$ cat src/rtl/apb_master_bridge_pkg.sv
// rtl/apb_master_bridge_pkg.sv - shared constants and helpers for the per-core APB master bridge
package apb_master_bridge_pkg;

    // Default number of PREADY-low ACCESS cycles tolerated before a transfer errors out.
    localparam int DEF_APB_TIMEOUT = 255;

    // Bits needed to hold values 0..max_count; never less than one so a
    // disabled timeout (0) still yields a legal vector.
    function automatic int cnt_width(input int max_count);
        int w;
        w = 1;
        while ((1 << w) < (max_count + 1)) begin
            w = w + 1;
        end
        return w;
    endfunction

endpackage

$ cat src/rtl/apb_master_bridge.sv
// rtl/apb_master_bridge.sv - single-outstanding core load/store to two-phase APB master
//
// Ports:
//   clk, reset                 rising-edge clock, asynchronous active-high reset
//   req_valid/req_ready        core request handshake (ready == state IDLE)
//   req_write/req_addr/req_wdata  request attributes, latched on accept
//   rsp_valid/rsp_rdata/rsp_err   one-cycle response pulse; rdata 0 on writes and errors
//   M_PADDR/M_PWRITE/M_PWDATA  APB request attributes, held stable until the next accept
//   M_PSELx/M_PENABLE          APB phase control (SETUP: 1/0, ACCESS: 1/1)
//   M_PRDATA/M_PREADY          slave response routed back by the interconnect
module apb_master_bridge
    import apb_master_bridge_pkg::*;
#(
    parameter int BUS_WIDTH  = 16,
    parameter int DATA_WIDTH = 16,
    parameter int TIMEOUT    = DEF_APB_TIMEOUT
) (
    input  logic                  clk,
    input  logic                  reset,
    input  logic                  req_valid,
    output logic                  req_ready,
    input  logic                  req_write,
    input  logic [BUS_WIDTH-1:0]  req_addr,
    input  logic [DATA_WIDTH-1:0] req_wdata,
    output logic                  rsp_valid,
    output logic [DATA_WIDTH-1:0] rsp_rdata,
    output logic                  rsp_err,
    output logic [BUS_WIDTH-1:0]  M_PADDR,
    output logic                  M_PWRITE,
    output logic                  M_PSELx,
    output logic                  M_PENABLE,
    output logic [DATA_WIDTH-1:0] M_PWDATA,
    input  logic [DATA_WIDTH-1:0] M_PRDATA,
    input  logic                  M_PREADY
);

    typedef enum logic [1:0] {
        ST_IDLE   = 2'd0,
        ST_SETUP  = 2'd1,
        ST_ACCESS = 2'd2
    } state_t;

    localparam int CNT_W = cnt_width(TIMEOUT);
    localparam logic [CNT_W-1:0] CNT_MAX = '1;

    state_t           state;
    state_t           next_state;
    logic [CNT_W-1:0] to_cnt;
    logic             timeout_hit;

    assign req_ready = (state == ST_IDLE);

    // The current PREADY-low ACCESS cycle is the TIMEOUT-th one.
    always_comb begin
        timeout_hit = 1'b0;
        if (TIMEOUT != 0) begin
            timeout_hit = ((int'(to_cnt) + 1) >= TIMEOUT);
        end
    end

    always_ff @(posedge clk or posedge reset) begin
        if (reset) begin
            state <= ST_IDLE;
        end else begin
            state <= next_state;
        end
    end

    // SETUP is never skipped: the interconnect qualifies PENABLE with the
    // previous cycle's select.
    always_comb begin
        next_state = state;
        case (state)
            ST_IDLE:   if (req_valid) next_state = ST_SETUP;
            ST_SETUP:  next_state = ST_ACCESS;
            ST_ACCESS: if (M_PREADY || timeout_hit) next_state = ST_IDLE;
            default:   next_state = ST_IDLE;
        endcase
    end

    // Registered outputs. PSEL/PENABLE are derived from next_state so they
    // line up with the state register while still coming straight from flops.
    always_ff @(posedge clk or posedge reset) begin
        if (reset) begin
            M_PSELx   <= 1'b0;
            M_PENABLE <= 1'b0;
            M_PADDR   <= '0;
            M_PWRITE  <= 1'b0;
            M_PWDATA  <= '0;
            rsp_valid <= 1'b0;
            rsp_rdata <= '0;
            rsp_err   <= 1'b0;
            to_cnt    <= '0;
        end else begin
            M_PSELx   <= (next_state != ST_IDLE);
            M_PENABLE <= (next_state == ST_ACCESS);
            rsp_valid <= 1'b0;
            rsp_rdata <= '0;
            rsp_err   <= 1'b0;
            case (state)
                ST_IDLE: begin
                    if (req_valid) begin
                        M_PADDR  <= req_addr;
                        M_PWRITE <= req_write;
                        M_PWDATA <= req_wdata;
                    end
                end
                ST_SETUP: begin
                    to_cnt <= '0;
                end
                ST_ACCESS: begin
                    if (M_PREADY) begin
                        rsp_valid <= 1'b1;
                        rsp_rdata <= M_PWRITE ? '0 : M_PRDATA;
                    end else begin
                        if (to_cnt != CNT_MAX) begin
                            to_cnt <= to_cnt + 1'b1;
                        end
                        if (timeout_hit) begin
                            rsp_valid <= 1'b1;
                            rsp_err   <= 1'b1;
                        end
                    end
                end
                default: ;
            endcase
        end
    end

endmodule

$ cat config.mk
export PLATFORM = sky130hd
export DESIGN_NAME = apb_master_bridge
export DESIGN_NICKNAME = d
export VERILOG_FILES = /design/src/rtl/apb_master_bridge_pkg.sv /design/src/rtl/apb_master_bridge.sv
export SDC_FILE = /design/constraint.sdc
export NUM_CORES = 1
export LEC_CHECK = 0
export ABC_AREA = 1
export ABC_CLOCK_PERIOD_IN_PS = 2350
export BUFFER_PORTS_ARGS = -buffer_cell sky130_fd_sc_hd__buf_4
export CORE_UTILIZATION = 49
export CTS_BUF_LIST = sky130_fd_sc_hd__clkbuf_8
export DETAILED_ROUTE_END_ITERATION = 10
export PLACE_DENSITY = 0.9
export SETUP_SLACK_MARGIN = 0.5
export SLEW_MARGIN = 20
export SYNTH_ARGS = -nofsm -noshare
export SYNTH_HDL_FRONTEND = slang
export SYNTH_SLANG_ARGS = --single-unit
$ cat constraint.sdc
create_clock -name clk -period 2.35 [get_ports clk]
set_input_delay 0.3525 -clock clk [delete_from_list [all_inputs] [get_ports clk]]
set_output_delay 0.3525 -clock clk [all_outputs]
set_load 0.02 [all_outputs]
==> results of run 1 <==
-- placed cells by master (no fill, tap or decap) --
cell type | synthesis | layout
a21boi_1 | 1 | 1
buf_12 | 0 | 1
buf_4 | 0 | 107
bufinv_16 | 0 | 1
clkbuf_8 | 0 | 14
clkinv_2 | 0 | 1
clkinvlp_4 | 0 | 2
dfrtp_1 | 63 | 63
ha_1 | 2 | 2
inv_1 | 28 | 27
inv_2 | 2 | 2
nand2_1 | 125 | 125
nand2_2 | 5 | 5
nand2_4 | 1 | 1
nand3_1 | 9 | 9
nand3b_1 | 1 | 1
nand4_2 | 1 | 1
nor2_1 | 23 | 23
nor2_2 | 2 | 2
nor2_4 | 1 | 1
nor3_1 | 1 | 1
o21ai_0 | 1 | 1
o21ai_1 | 4 | 4
o22ai_1 | 4 | 4
-- state kept, by name, summed over array words and instances, names as in the netlist --
register / count
M_PADDR: 16
M_PWDATA: 16
rsp_rdata: 16
to_cnt: 8
state: 2
M_PENABLE: 1
M_PSELx: 1
M_PWRITE: 1
rsp_err: 1
rsp_valid: 1
-- worst register-to-register path, cell delays in order (launching register included) --
cell	delay, ps
dfrtp_1	400
inv_2	80
ha_1	300
nor2_1	100
nor2_1	50
nor2_1	80
nand3_1	90
nor2_2	100
nand2_2	80
nand2_2	80
nand3_1	70
-- kinds of logic after synthesis --
group | after synthesis | synth area share
buffers and inverters | 38 | 0.0586
adders and majority gates | 2 | 0.0100
AOI/OAI and AO/OA | 10 | 0.0230
DFF | 63 | 0.631
and+or+nand+nor | 169 | 0.277
-- worst paths after layout --
path / from / end / slack [ps] / depth (start not counted)
max: to_cnt[0] / M_PSELx / 790 / 10
min: reset / M_PWDATA[14] / 120 / 2
max reg2reg: to_cnt[0] / M_PSELx / 790 / 10
min reg2reg: M_PADDR[14] / M_PADDR[14] / 480 / 2
max in group asynchronous: reset / rsp_rdata[15] / 1660 / 3
min in group clk: req_wdata[11] / M_PWDATA[11] / 210 / 3
-- cell type report --
type	instances	area, um2	share of cell area
Clock buffer	14	193	0.0534
Clock inverter	2	35.0	0.00971
Inverter	31	124	0.0343
Multi-Input combinational cell	181	774	0.215
Sequential cell	63	1580	0.437
Tap cell	67	83.8	0.0232
Timing Repair Buffer	108	823	0.228
-- metrics by stage --
step	instances	hold WS, ps	cell area (um2)	worst slack (ps)
6_report	466	120	3610	792
5_1_grt	466	172	3610	620
4_1_cts	466	133	3610	570
3_5_place_dp	450	467	3380	560
3_3_place_gp	450	465	3380	636
2_1_floorplan	282	459	2500	932
-- per-layer routing --
| metal | routed length [um] | global-route usage |
|---|---|---|
| met1 | 2300 | 0.240 |
| met3 | 344 | 0.0562 |
| met2 | 2870 | 0.417 |
| met5 | 0 | 0 |
| met4 | 108 | 0.118 |
-- report_power, final --
part	switching, uW	internal, uW	leakage [uW]
clock	386	633	0.000119
sequential	199	1440	0.000817
combinational	1010	671	0.00113
==> flow_summary_export.csv, run 1 <==
group,metric,value,unit
yosys,synth_area,2500,um2
placed_design,hpwlAfterDp,4120,um
floorplanning,die_area,5390,um2
detailed_routing,ant_nets,0,
yosys,ys_seq_elements,63,
floorplanning,core,4820,um2
clock_tree,htree_levels,3,
clock_tree,hold_buffers,0,
critical_path,cp_top_family,"simple AND/OR/NAND/NOR gates",
pwr,leakage,0.00206,uW
clock_tree,clkSlewWorstSetupHoldPaths,60,ps
global_route,track_usage,0.227,
yosys,seq_area_frac_synth,0.631,
detailed_routing,firstDrtPassIters,4,
placed_design,port_buffers,106,
finish,area_growth_syn_to_layout,44.5,%
clock_tree,cts_resized,0,
detailed_routing,drc,0,
critical_path,crit_chain,"inv_2 -> ha_1 -> nor2_1 -> nor2_1 -> nor2_1 -> nand3_1 -> nor2_2 -> nand2_2 -> nand2_2 -> nand3_1",
clock_tree,post_cts.repair.setup_buffers,0,
yosys,synth.distinct_cells,21,
timing,clock.fmax,642,MHz
yosys,yosysWarnings,0,
timing,fin_skew,6.16,ps
timing,hold_viol_final,0,
finish,final_core_util,0.749,
critical_path,worstSetupEndpointType,"flip-flop",
finish,fillers,333,
floorplanning,initial_core_util,0.518,
detailed_routing,wire_per_inst,12.1,um
clock_tree,cts-root-buf,"clkbuf_8",
finish,nets,449,
global_route,grt_overflow,0,
floorplanning,dieHeight,73.4,um
clock_tree,cts_tree,"built",
yosys,postSynthCellCount,282,
clock_tree,worstSkewPairLatency,330,ps
critical_path,crit_top_cell,"nor2_1",
timing,rsz0062_at_grt,"no",
yosys,avgSynthCellArea,8.86,um2
finish,drive_above_1_share,0.346,
yosys,synthTopCellsByArea,"dfrtp_1, nand2_1, inv_1, nor2_1, nand3_1",
floorplanning,pin_count,107,
detailed_routing,routed_wirelength,5620,um
critical_path,slowest_stage,"dfrtp_1",
critical_path,cp-start-kind,"flip-flop",
clock_tree,clock_sinks,63,
detailed_routing,via_count,2159,
job,cap_violations,0,
timing,setup_violations,0,
status,status,"finished, final reports clean",
pwr,peakVddDrop,853,uV
yosys,synth.largest_area_cell,"dfrtp_1",
global_route,grt_max_degree,35,
critical_path,crit_arrival,1750,ps
clock_tree,cts-buffers-inserted,9,
floorplanning,num_rows,25,
finish,num_antenna_cells,0,
yosys,synthFlopType,"dfrtp_1",
yosys,synth_edf_count,0,
critical_path,cp.required,2540,ps
critical_path,max_stage_delay,400,ps
placed_design,place.gp.congestion,0.917,
timing,slew_violations,0,
pwr,power.density,1200,nW/um2
yosys,yosys.cell_count.top_type,"nand2_1",
timing,worst_pin_slew,677,ps
yosys,synth.top_cells.by_count,"nand2_1, dfrtp_1, inv_1",
pwr,power.total,4340,uW
worst_hold_path,hold_class,"in2async",
timing,maxSlewHeadroom,0.548,
yosys,synth_top_area_share,0.631,
detailed_routing,drt-initial-drc-count,129,
critical_path,critical_path_peak_fanout,4,
timing,period_share,0.663,
floorplanning,die_w,73.4,um
critical_path,cp_num_buf_inv,1,
yosys,syn-num-nets,337,
yosys,synthArstFlopShare,1.00,
global_route,antenna_found_initial,0,
clock_tree,cts_max_path_buffers,2,
timing,period_minus_slack,1560,ps
global_route,grt_pass1_wl,9000,um
detailed_routing,vias_per_cell,4.63,
timing,finalSetupTns,0,ps
critical_path,worst-setup-path-type,"reg2reg",
global_route,grt_pass1_vias,2161,
Note: power is estimated with default switching activity, not from simulation.
==> run 2: changes to the inputs <==
ABC_CLOCK_PERIOD_IN_PS = 1450   (was 2350)
clock period = 1.45 ns   (was 2.35 ns; I/O delays follow)
==> run 2 against run 1 <==
Effect of this change: the flow now stops in 4_1_cts; synthesized cell count is the same; area after synthesis is the same.
==> flow_summary_export.csv, run 2 <==
group,metric,value,unit
yosys,ys_seq_elements,63,
yosys,synth_edf_count,0,
placed_design,hpwlAfterDp,4190,um
clock_tree,htree_levels,3,
placed_design,port_buffers,106,
yosys,synth_area,2500,um2
floorplanning,die_w,73.4,um
status,status,"stopped before the end",
clock_tree,cts_max_path_buffers,2,
yosys,synth_top_area_share,0.631,
clock_tree,post_cts.repair.setup_buffers,33,
yosys,syn-num-nets,337,
yosys,yosysWarnings,0,
yosys,seq_area_frac_synth,0.631,
yosys,synth.largest_area_cell,"dfrtp_1",
yosys,synth.distinct_cells,21,
floorplanning,initial_core_util,0.518,
clock_tree,cts-buffers-inserted,9,
yosys,synthTopCellsByArea,"dfrtp_1, nand2_1, inv_1, nor2_1, nand3_1",
yosys,avgSynthCellArea,8.86,um2
clock_tree,hold_buffers,1,
yosys,yosys.cell_count.top_type,"nand2_1",
floorplanning,num_rows,25,
yosys,synthFlopType,"dfrtp_1",
clock_tree,clock_sinks,63,
yosys,synthArstFlopShare,1.00,
clock_tree,cts-root-buf,"clkbuf_8",
placed_design,place.gp.congestion,0.893,
floorplanning,dieHeight,73.4,um
clock_tree,cts_resized,150,
floorplanning,pin_count,107,
yosys,postSynthCellCount,282,
status,haltStage,"4_1_cts",
status,error_line,"[ERROR DPL-0033] detailed placement checks failed during check placement.",
yosys,synth.top_cells.by_count,"nand2_1, dfrtp_1, inv_1",
==> run 2: cell counts after synthesis <==
No cell type changed its count.
==> run 2: kinds of logic after synthesis <==
kind of cell | after synthesis | synth area share
buffers and inverters | 38 | 0.0586
flip-flops | 63 | 0.631
AO/OA/AOI/OAI | 10 | 0.0230
AND/OR/NAND/NOR | 169 | 0.277
adder cells (fa/ha/maj) | 2 | 0.0100
==> run 2: metrics by stage <==
step           instances  hold slack [ps]  area (um2)  setup TNS (ps)  setup slack, ps
3_5_place_dp         453              338        3460            -435            -80.1
3_3_place_gp         453              334        3460               0             15.6
2_1_floorplan        282              324        2580               0             52.2
==> run 3: changes to the inputs <==
CORE_UTILIZATION = 40   (was 49)
CTS_BUF_LIST = default   (was sky130_fd_sc_hd__clkbuf_8)
PLACE_DENSITY = default   (was 0.9)
PLACE_DENSITY_LB_ADDON = 0.15   (was default)
SETUP_SLACK_MARGIN = default   (was 0.5)
==> run 3 against run 2 <==
Effect of this change: the flow now finishes, with violations (setup timing).
==> flow_summary_export.csv, run 3 (synthesized netlist as in run 1, its figures left out) <==
group,metric,value,unit
finish,stdcell_count,492,
placed_design,dp_cells,470,
pwr,leakage,0.00215,uW
global_route,grt_pass1_vias,2078,
timing,slew_violations,0,
pwr,peakVddDrop,959,uV
floorplanning,die_area,6560,um2
floorplanning,dieHeight,81.0,um
clock_tree,clock_sinks,63,
critical_path,worst-setup-path-type,"reg2reg",
placed_design,port_buffers,106,
worst_hold_path,min_from,"req_wdata[10]",
timing,period_share,1.06,
detailed_routing,drt-initial-drc-count,60,
detailed_routing,routed_wirelength,5750,um
floorplanning,die_w,81.0,um
critical_path,crit-reg2reg-capture,"M_PSELx",
worst_hold_path,hold_depth,3,
timing,finalSetupTns,-421,ps
detailed_routing,via_count,2172,
placed_design,place_area,3480,um2
critical_path,cp.required,1660,ps
placed_design,hpwlAfterDp,4150,um
critical_path,worstSetupEndpointType,"flip-flop",
finish,stdcell_area,3790,um2
timing,setup_violations,11,
critical_path,r2r_start,"to_cnt[1]",
job,cap_violations,0,
detailed_routing,firstDrtPassIters,4,
clock_tree,clkSlewWorstSetupHoldPaths,70,ps
timing,clock.fmax,651,MHz
timing,fin_skew,6.38,ps
detailed_routing,drc,0,
clock_tree,cts_tree,"built",
clock_tree,worstSkewPairLatency,320,ps
floorplanning,num_rows,28,
floorplanning,pin_count,107,
critical_path,ff2ff_setup_slack,-90,ps
status,violations,"setup timing",
worst_hold_path,hold_class,"in2reg",
critical_path,r2r_cells,10,
timing,period_minus_slack,1540,ps
finish,fillers,526,
global_route,track_usage,0.188,
pwr,power.density,1900,nW/um2
timing,worst_slack,-86.2,ps
critical_path,crit_arrival,1740,ps
critical_path,cp-start-kind,"flip-flop",
clock_tree,htree_levels,3,
detailed_routing,wire_per_inst,11.7,um
clock_tree,cts-buffers-inserted,9,
clock_tree,cts-root-buf,"clkbuf_8",
worst_hold_path,hold_end,"M_PWDATA[10]",
global_route,grt_max_degree,25,
placed_design,place.gp.congestion,0.843,
detailed_routing,ant_nets,0,
timing,maxSlewHeadroom,0.721,
timing,hold_viol_final,0,
finish,num_antenna_cells,0,
finish,area_growth_syn_to_layout,52.0,%
finish,final_core_util,0.637,
global_route,grt_overflow,0,
global_route,antenna_found_initial,0,
floorplanning,core,5960,um2
status,status,"complete, but fails checks",
finish,reg.largest.list,"M_PADDR (16), M_PWDATA (16), rsp_rdata (16)",
timing,rsz0062_at_grt,"yes",
detailed_routing,vias_per_cell,4.41,
timing,timing.hold.ws,84.6,ps
timing,worst_pin_slew,418,ps
clock_tree,cts_max_path_buffers,2,
floorplanning,initial_core_util,0.419,
finish,nets,468,
finish,drive_above_1_share,0.391,
critical_path,critical_path_peak_fanout,3,
finish,final_common_cell,"buf_4",
finish,final_cell_mix,"buf_4, nand2_1, dfrtp_1",
global_route,grt_pass1_wl,9200,um
-- run 3: final cells by class --
cell class | instances | area [um2] | area share
clock buffer | 11 | 141 | 0.0373
inverter | 31 | 120 | 0.0317
tap | 75 | 93.8 | 0.0247
multi-input combinational | 181 | 821 | 0.216
clock inverter | 4 | 70.1 | 0.0185
sequential | 63 | 1580 | 0.415
timing repair buffer | 127 | 972 | 0.256
-- run 3: per-layer routing --
layer,wire length [um],vias to the layer above,track usage
li1,-,1104,-
met1,2380,993,0.224
met2,2860,66,0.303
met3,424,9,0.0629
met4,85,0,0.0929
met5,0,-,0
-- run 3: how the worst max path moves through the flow --
stage,to,cells past startpoint,slack (ps),from
floorplan,M_PSELx,10,30,to_cnt[0]
global placement,M_PSELx,9,-0.9,to_cnt[0]
detailed placement,M_PSELx,10,-80,to_cnt[1]
CTS,M_PSELx,10,-40,to_cnt[1]
global route,M_PSELx,11,-160,to_cnt[1]
finish,M_PSELx,10,-90,to_cnt[1]
-- run 3: power by group --
group	total [uW]	leakage [uW]	internal (uW)	switching, uW
Combinational	2980	0.00123	1270	1710
Sequential	2630	0.000817	2330	299
Clock	1610	0.000109	1000	612
-- run 3: per-stage QoR --
step           setup WS (ps)  total power (uW)
6_report               -86.2              7220
5_1_grt                 -161              7690
4_1_cts                -44.8              7240
3_5_place_dp           -78.7              5520
3_3_place_gp          -0.861              5470
2_1_floorplan           31.9              4170
-- run 3: worst max-delay path: stages (launching register included) --
cell     delay [ps]
dfrtp_1         410
buf_6           140
ha_4            220
nor2_4           80
nor2_2           40
nor2_2           90
nand3_1          90
nor2_2          120
nand2_2          70
nand2_2         100
nand3_2          60
-- run 3: repair_timing --
item | in CTS | in global routing
pin swaps | 3 | 7
cloned | 0 | 0
resized for setup | 4 | 8
hold buffers | 1 | 0
buffers inserted | 5 | 1
endpoints found under the setup margin | 12 | 13
endpoints found under the hold margin | 16 | 0
==> run 4: changes to the inputs <==
CORE_ASPECT_RATIO = 1.2   (was default)
PLACE_DENSITY = 0.72   (was default)
PLACE_DENSITY_LB_ADDON = default   (was 0.15)
==> run 4 against run 3 <==
Effect of this change: the flow still finishes with violations (setup timing); worst hold slack got worse by 13 ps; core utilization increased by 0.15 points; register-to-register slack about the same; clock skew increased by 1.5 ps; fmax decreased by 0.43%; highest routed layer unchanged; clock power about the same; critical endpoint unchanged; global-route usage increased by 0.35 points; sequential cell count unchanged; critical path depth unchanged; first-iteration DRC count increased to 3.4 times the previous value; routed wire length increased by 6.1%; largest cell class unchanged; largest power group unchanged.
==> flow_summary_export.csv, run 4 (synthesized netlist as in run 1, its figures left out) <==
group,metric,value,unit
critical_path,worstSetupEndpointType,"flip-flop",
detailed_routing,via_count,2243,
global_route,grt_max_degree,30,
global_route,antenna_found_initial,0,
job,cap_violations,0,
finish,nets,466,
clock_tree,cts-root-buf,"clkbuf_8",
finish,fillers,507,
global_route,grt_pass1_vias,2093,
clock_tree,clkSlewWorstSetupHoldPaths,70,ps
finish,drive_above_1_share,0.400,
floorplanning,initial_core_util,0.415,
finish,final_core_util,0.639,
detailed_routing,ant_nets,0,
timing,rsz0062_at_grt,"yes",
clock_tree,worstSkewPairLatency,330,ps
pwr,peakVddDrop,1240,uV
detailed_routing,drt-initial-drc-count,206,
timing,clock.fmax,648,MHz
timing,period_minus_slack,1540,ps
critical_path,cp_top_family,"simple AND/OR/NAND/NOR gates",
timing,period_share,1.06,
critical_path,cp.required,1660,ps
placed_design,hpwlAfterDp,4230,um
global_route,grt_pass1_wl,9290,um
finish,reg.largest.list,"M_PADDR (16), M_PWDATA (16), rsp_rdata (16)",
detailed_routing,routed_wirelength,6100,um
placed_design,place.gp.congestion,0.833,
placed_design,dp_cells,475,
critical_path,slowest_stage,"dfrtp_2",
status,status,"complete, but fails checks",
detailed_routing,vias_per_cell,4.51,
floorplanning,core,6010,um2
critical_path,crit_chain,"buf_4 -> buf_4 -> nor2_4 -> nor2_2 -> nor2_4 -> nand3_2 -> nor2_2 -> nand2_2 -> nand2_2 -> nand3_2",
placed_design,port_buffers,106,
critical_path,max_stage_delay,440,ps
floorplanning,num_rows,31,
clock_tree,clock_sinks,63,
critical_path,cp_num_buf_inv,2,
floorplanning,dieHeight,88.6,um
status,violations,"setup timing",
detailed_routing,firstDrtPassIters,4,
detailed_routing,drc,0,
floorplanning,die_w,74.1,um
timing,maxSlewHeadroom,0.744,
floorplanning,pin_count,107,
global_route,track_usage,0.191,
finish,num_antenna_cells,0,
global_route,grt_overflow,0,
timing,worst_slack,-92.9,ps
critical_path,critical_path_peak_fanout,3,
pwr,leakage,0.00215,uW
clock_tree,htree_levels,3,
timing,worst_pin_slew,381,ps
detailed_routing,wire_per_inst,12.3,um
finish,final_cell_mix,"nand2_1, buf_4, dfrtp_1",
clock_tree,cts-buffers-inserted,9,
clock_tree,cts_max_path_buffers,2,
finish,stdcell_count,497,
finish,stdcell_area,3840,um2
timing,fin_skew,7.87,ps
floorplanning,die_area,6560,um2
placed_design,place_area,3470,um2
timing,setup_violations,5,
finish,final_common_cell,"nand2_1",
finish,area_growth_syn_to_layout,53.8,%
critical_path,cp-start-kind,"flip-flop",
worst_hold_path,hold_class,"in2reg",
clock_tree,cts_tree,"built",
pwr,power.density,1900,nW/um2
critical_path,worst-setup-path-type,"reg2reg",
critical_path,crit_arrival,1750,ps
timing,hold_viol_final,0,
timing,slew_violations,0,
run 4: where the power goes:
part,internal (uW),total [uW],switching [uW]
clock,1000,1630,627
combinational,1270,3010,1740
sequential,2330,2670,342
run 4: cell type report:
cell class / instances / area (um2) / area share
timing repair buffer: 125 / 961 / 0.250
tap: 82 / 103 / 0.0267
clock buffer: 11 / 141 / 0.0368
multi-input combinational: 181 / 866 / 0.225
inverter: 31 / 120 / 0.0313
clock inverter: 4 / 70.1 / 0.0182
sequential: 63 / 1580 / 0.411
run 4: per-layer routing:
layer  GRT usage  wire length (um)  vias up
li1            -                 -     1103
met4      0.0927                90        0
met2       0.320              3270       65
met3      0.0513               284        7
met5           0                 0        -
met1       0.227              2450     1068
run 4: timing repair:
item / in CTS / in global routing
endpoints found under the setup margin: 12 / 13
pin swaps: 2 / 7
gates resized for setup: 2 / 22
hold buffers: 1 / 0
endpoints found under the hold margin: 46 / 0
setup buffers: 4 / 2
run 4: worst min-delay path, delay by kind of cell:
kind	cells	cell delay [ps]
simple gates	2	80
buf+inv	1	70
run 4: path summary, 6_finish.rpt:
check,startpoint,endpoint,slack (ps),cells after the start
hold / removal,req_addr[4],M_PADDR[4],70,3
hold reg to reg,M_PWDATA[15],M_PWDATA[15],480,2
setup / recovery,to_cnt[0],M_PSELx,-90,10
min in group asynchronous,reset,to_cnt[6],350,3
max in group asynchronous,reset,to_cnt[7],700,4
setup reg to reg,to_cnt[0],M_PSELx,-90,10
run 4: stage by stage:
stage / setup WS, ps / hold WS, ps / total power (uW) / setup TNS [ps]
after floorplan: 31.9 / 324 / 4170 / 0
after global placement: 9.86 / 116 / 5440 / 0
after detailed placement: -79.8 / 118 / 5510 / -242
after CTS: -84.5 / 59.0 / 7210 / -215
after global routing: -163 / 66.6 / 7730 / -790
final: -92.9 / 71.4 / 7310 / -371
